**src/rtl/pipeline_hazard_ctrl.sv**
```systemverilog
// rtl/pipeline_hazard_ctrl.sv - five-stage pipeline enable/flush sequencing, shared memory port arbitration, stall counter
module pipeline_hazard_ctrl #(
  parameter int CNT_W = 16
) (
  input  logic             CLK,
  input  logic             RST,
  input  logic             ihit,
  input  logic             dhit,
  input  logic             dmemreq,
  input  logic             idex_memread,
  input  logic [4:0]       idex_rt,
  input  logic [4:0]       ifid_rs,
  input  logic [4:0]       ifid_rt,
  input  logic             branch_taken,
  input  logic             jump_id,
  input  logic             halt_wb,
  output logic             pc_en,
  output logic             ifid_en,
  output logic             idex_en,
  output logic             exmem_en,
  output logic             memwb_en,
  output logic             ifid_flush,
  output logic             idex_flush,
  output logic             exmem_flush,
  output logic             igrant,
  output logic             dgrant,
  output logic             halted,
  output logic [CNT_W-1:0] stall_count
);

  typedef enum logic [1:0] {RUN, MEMWAIT, HALT} state_t;

  state_t             state_q, state_d;
  logic               halted_q, halted_d;
  logic [CNT_W-1:0]   stall_count_q, stall_count_d;

  logic active;
  logic advance;
  logic load_use;
  logic lu_stall;

  // Memory port arbitration and hazard detection; data side keeps the port until dhit
  always_comb begin
    active   = !RST && (state_q != HALT);
    dgrant   = active && (dmemreq || (state_q == MEMWAIT));
    igrant   = active && !dgrant;
    advance  = active && (dgrant ? dhit : ihit);
    load_use = idex_memread && (idex_rt != 5'd0) &&
               ((idex_rt == ifid_rs) || (idex_rt == ifid_rt));
    lu_stall = advance && !branch_taken && load_use;
  end

  // Latch enable/flush selection, first matching hazard wins
  always_comb begin
    pc_en       = 1'b0;
    ifid_en     = 1'b0;
    idex_en     = 1'b0;
    exmem_en    = 1'b0;
    memwb_en    = 1'b0;
    ifid_flush  = 1'b0;
    idex_flush  = 1'b0;
    exmem_flush = 1'b0;
    if (advance) begin
      ifid_en  = 1'b1;
      idex_en  = 1'b1;
      exmem_en = 1'b1;
      memwb_en = 1'b1;
      if (branch_taken) begin
        pc_en       = 1'b1;
        ifid_flush  = 1'b1;
        idex_flush  = 1'b1;
        exmem_flush = 1'b1;
      end else if (load_use) begin
        ifid_en    = 1'b0;
        idex_flush = 1'b1;
      end else if (jump_id) begin
        pc_en      = 1'b1;
        ifid_flush = 1'b1;
      end else if (dgrant) begin
        // fetch lost the port this cycle, so IF/ID takes a bubble and the PC holds
        ifid_flush = 1'b1;
      end else begin
        pc_en = 1'b1;
      end
    end
  end

  // Next state, halted flag and saturating stall counter
  always_comb begin
    state_d       = state_q;
    stall_count_d = stall_count_q;
    case (state_q)
      RUN: begin
        if (halt_wb && advance)      state_d = HALT;
        else if (dmemreq && !dhit)   state_d = MEMWAIT;
      end
      MEMWAIT: begin
        if (halt_wb && advance)      state_d = HALT;
        else if (dhit || !dmemreq)   state_d = RUN;
      end
      HALT:    state_d = HALT;
      default: state_d = RUN;
    endcase
    halted_d = (state_d == HALT);
    if (active && (!advance || lu_stall) && (stall_count_q != {CNT_W{1'b1}}))
      stall_count_d = stall_count_q + {{(CNT_W-1){1'b0}}, 1'b1};
  end

  // State register with synchronous reset
  always_ff @(posedge CLK) begin
    if (RST) begin
      state_q       <= RUN;
      halted_q      <= 1'b0;
      stall_count_q <= '0;
    end else begin
      state_q       <= state_d;
      halted_q      <= halted_d;
      stall_count_q <= stall_count_d;
    end
  end

  assign halted      = halted_q;
  assign stall_count = stall_count_q;

endmodule
```
**config.mk**
```make
export PLATFORM = sky130hd
export DESIGN_NAME = pipeline_hazard_ctrl
export DESIGN_NICKNAME = d
export VERILOG_FILES = /design/src/rtl/pipeline_hazard_ctrl.sv
export SDC_FILE = /design/constraint.sdc
export NUM_CORES = 1
export LEC_CHECK = 0
export CORE_MARGIN = 8
export CORE_UTILIZATION = 42
export DETAILED_ROUTE_END_ITERATION = 10
export MAX_ROUTING_LAYER = met4
export PLACE_DENSITY = 0.84
export SLEW_MARGIN = 20
export SYNTH_ARGS = -nofsm -noshare
export SYNTH_HDL_FRONTEND = slang
export SYNTH_SLANG_ARGS = --single-unit
```
**constraint.sdc**
```tcl
create_clock -name CLK -period 2.6 [get_ports CLK]
set_clock_uncertainty 0.15 [all_clocks]
set_input_delay 0.26 -clock CLK [delete_from_list [all_inputs] [get_ports CLK]]
set_output_delay 0.26 -clock CLK [all_outputs]
set_load 0.02 [all_outputs]
```
======== After elaboration in Yosys (flattened, before gate mapping) ========
Index checks and enable logic that the tools add are counted.
operators by class
  $add $sub $neg .......................... 1
  equal/unequal tests ..................... 7
  multiplexer cells ....................... 25
  reductions and logical operators ........ 24
operator list
  cell                                                  number
  two-way mux 1 bit                                     20
  adder 16 x 1 -> 16 bit (second input constant)        1
  != test 16 bit (second input constant)                1
  logical AND 1 bit                                     12
  equality test 5 bit                                   2
  two-way mux 2 bit                                     4
  logical NOT 1 bit                                     6
  one-hot mux 2 bit (3 select lines)                    1
  nonzero test 5 bit                                    1
  equality test 2 bit (second input constant)           2
  logical OR 1 bit                                      4
  equality test 2 x 1 -> 1 bit (second input constant)  1
  logical NOT 2 bit                                     1
  != test 2 bit (second input constant)                 1
word-level totals
  register bits after elaboration ......... 19
  bits of input ports ..................... 24
  output and inout port bits .............. 27
  logic and storage cells ................. 60

======== Longest topological paths before layout ========
  depth after elaboration ................. 10
  gate-level depth with buffers ........... 8
  mapped depth without buffers ............ 6

======== Worst setup path before layout ========
OpenSTA, ideal clock, no wires.
  kind .................................... reg2out
  start ................................... register state_q[1]
  end ..................................... output port ifid_flush
  arrival ................................. 2.465 ns
  required time ........................... 2.190 ns
  slack ................................... -0.275 ns
  cell stages (with the launch flop) ...... 8
  buffers on the path ..................... 2
  cell sequence ........................... dfxtp_1 nor2b_1 nor4_1 a22o_4 o31a_4 buf_6 buf_2 o31a_1
on the way
  longest elaborated chain between the ends .. 8
  elaborated cells between the ends (all ways) .. 12
  classes of those cells .................. eq/ne (2); mux (6); reduce/logical (4)
RTL lines
  element                                                        line    RTL
  start: declaration                                             33      state_t state_q, state_d;
  start signal: assignment                                       116     state_q <= state_d;
  != test 2 bit or equality test 2 x 1 -> 1 bit (tied branches)  44, 45
  logical AND 1 bit or logical OR 1 bit (tied branches)          44, 45
  logical AND 1 bit                                              45      dgrant = active && (dmemreq || (state_q == MEMWAIT));
  two-way mux 1 bit                                              79      end else if (dgrant) begin
  two-way mux 1 bit                                              76      end else if (jump_id) begin
  two-way mux 1 bit                                              73      end else if (load_use) begin
  two-way mux 1 bit                                              68      if (branch_taken) begin
  two-way mux 1 bit *                                            63      if (advance) begin
  end: declaration                                               22      output logic ifid_flush,
Every way passes the cells marked *; elsewhere a longest branch is shown, timed or not.

======== Final worst setup path ========
  start ................................... input port dmemreq
  end ..................................... output port idex_en
on the way
  longest elaborated chain between the ends .. 5
RTL lines
  element             line  RTL
  start: declaration  9     input logic dmemreq,
  logical OR 1 bit    45
  logical AND 1 bit   45
  two-way mux 1 bit   47    advance = active && (dgrant ? dhit : ihit);
  logical AND 1 bit   47
  two-way mux 1 bit   63
  end: declaration    19    output logic idex_en,
No other way between the ends.

==> impl_metrics.py <==
metrics = {
    "outcome": {
        "status": "finished, final reports clean",
    },
    "floorplanning": {
        "initial_core_util_pct": 43.1,
        "io_pins": 51,
        "die_w_um": 68.7,
        "coreArea_um2": 2710,
        "die_area_um2": 4720,
        "rows": 19,
        "die_h_um": 68.7,
    },
    "cells_and_area": {
        "area_growth_pct": 52.9,
        "fin_cells": 225,
        "final_nets": 220,
        "diodes": 0,
        "fin_area_um2": 1790,
        "final_layout_size_suffix_gt1_share_pct": 10.8,
    },
    "yosys": {
        "ys_ff_latch": 18,
        "synth-main-ff-cell": "dfxtp_1",
        "syn_inst": 139,
        "seq_area_frac_synth_pct": 30.9,
        "synthDistinctLibCells": 40,
        "synth_edf_count": 0,
        "syn_area_um2": 1170,
        "async_reset_ff_share_pct": 0,
        "ys.warnings.count": 0,
        "syn_area_per_cell_um2": 8.40,
        "synth_nets": 164,
    },
    "clocking": {
        "cts_num_sinks": 18,
        "numCtsBuffers": 3,
        "post_cts_buffers": 0,
        "cts_tree": "done",
        "clockBufferDepth": 2,
        "ctsHoldBuffers": 0,
        "insertion_delay_ns": 0.30,
        "htreeDepth": 1,
        "clkSlewWorstSetupHoldPaths_ns": 0.11,
        "root_buffer": "clkbuf_4",
    },
    "power": {
        "max-vdd-ir-drop_mv": 0.327,
        "leakage_nw": 0.656,
        "p_per_area_nw_per_um2": 363,
        "total_power_w": 0.000648,
    },
    "global_routing": {
        "grt_pass1_vias": 1226,
        "grt_max_degree": 25,
        "gr-total-overflow": 0,
        "grt_usage_pct": 15.2,
        "grt_pass1_wl_um": 5430,
        "grt_antenna_before_repair": 0,
    },
    "sta": {
        "slew_viol_final": 0,
        "finalCritPeriodShare_pct": 97.2,
        "setup_viol": 0,
        "clock.fmax_mhz": 395,
        "finalHoldViolations": 0,
        "slew-limit-headroom_pct": 64.3,
        "finalWorstSetupSlack_ns": 0.0715,
        "period_minus_slack_ns": 2.53,
        "rsz0062_at_grt": "false",
        "worst_pin_slew_ns": 0.532,
    },
    "setup_path": {
        "required_ns": 2.19,
        "cp-end-kind": "primary output",
        "path_class": "input pin to primary output",
        "worst-path-max-fanout": 4,
        "cp-start-kind": "input pin",
        "worstPathArrival_ns": 2.12,
    },
    "placed_design": {
        "place_inst": 221,
        "post-place-ws_ns": -0.230,
        "io_buffers": 50,
        "place_congestion": 0.816,
        "place_area_um2": 1740,
        "hpwlAfterDp_um": 2750,
    },
    "routing": {
        "drt-vias-per-instance": 5.69,
        "dr_wl_met2_um": 1740,
        "wl_met3_um": 268,
        "routed_wl_um": 3530,
        "wl_met1_um": 1460,
        "maxUsedRoutingLayer": "met4",
        "wl_per_cell_um": 15.7,
        "vias": 1281,
        "drt_iter0_drc": 105,
        "drtAntennaViolNets": 0,
        "first_pass_iters": 4,
        "drc_errors": 0,
    },
    "worst_hold_path": {
        "hold_class": "flip-flop to flip-flop",
    },
    "run": {
        "drv_cap": 0,
    },
}
## where the power goes
part | total [W] | internal, W | switching (W)
Clock | 0.000178 | 0.0000856 | 0.0000925
Sequential | 0.000287 | 0.000280 | 0.00000679
Combinational | 0.000183 | 0.0000929 | 0.0000898
## sequential cells by signal (all words and copies together), names as in the netlist
| name | count |
|---|---|
| state_q | 2 |
| stall_count | 16 |
## cells in the mapped netlist (3+ instances only)
cell	count	share of area [%]
a21oi_1	9	3.9
buf_2	4	1.7
dfxtp_1	18	31
inv_1	3	0.96
mux2_1	3	2.9
nand2_1	8	2.6
nand3_1	6	2.6
nand4_1	3	1.6
nor2_1	10	3.2
nor2b_1	4	2.1
nor3_1	3	1.3
nor4_1	3	1.6
o311ai_0	4	3.0
o31ai_1	8	5.1
or4_1	10	6.4
xor2_1	10	7.5
## metrics by stage
step                      hold WS (ns)  TNS [ns]  utilization [%]
after global placement           0.336    -0.881             64.2
after floorplan                  0.187         0                -
after detailed placement         0.344     -2.17             64.2
after CTS                        0.359         0             65.3
final                            0.358         0             65.9
after global routing             0.378         0             65.9
## repair_timing
action / CTS / global route
endpoints found under the setup margin: 4 / 4
pin swaps: 0 / 0
resized for setup: 4 / 4
## layout make-up
cell class	count	area [µm²]
clock buffer	4	36.3
sequential	18	360
inverter	3	11.3
tap	31	38.8
fill	240	925
multi-input combinational	109	766
timing repair buffer	60	573
## critical path, cell delays in order
cell and delay [ns]:
clkdlybuf4s50_1 0.46, nand2b_1 0.17, a31o_1 0.26, a22o_4 0.28
buf_4 0.15, clkdlybuf4s50_1 0.54
## cell usage in the layout, fill, tap and decap left out, types with 3 or more instances in the layout
cell / n
mux2_1: 3
dlygate4sd2_1: 4
inv_1: 3
clkbuf_4: 3
nand3_1: 6
buf_4: 10
nor4_2: 3
a21oi_1: 9
nor2_1: 10
dfxtp_1: 18
nand2_1: 8
clkdlybuf4s50_1: 45
o31ai_1: 7
nor2b_1: 4
nand4_1: 3
or4_1: 10
nor3_1: 3
xor2_1: 10
o311ai_0: 3
## cell families after synthesis
| logic type | Yosys count | synth area share (%) |
|---|---|---|
| simple gates | 60 | 29.9 |
| compound gates | 35 | 22.2 |
| flops | 18 | 30.9 |
| buf+inv | 12 | 5.57 |
| xor+xnor | 10 | 7.50 |
| mux | 3 | 2.89 |
| fa+ha+maj | 1 | 1.07 |
## per-layer routing
layer | GRT usage, % | vias up
met4 | 7.52 | 0
met3 | 4.04 | 7
met2 | 25.3 | 54
met5 | - | -
met1 | 16.5 | 577
li1 | - | 643
## worst paths after layout
path / from / end / slack, ns / depth (start not counted)
setup / recovery: dmemreq / idex_en / 0.07 / 6
hold / removal: stall_count[9] / stall_count[9] / 0.36 / 2
setup reg to reg: stall_count[2] / stall_count[15] / 0.25 / 5
hold reg to reg: stall_count[9] / stall_count[9] / 0.36 / 2
Note: power is estimated with default switching activity, not from simulation.
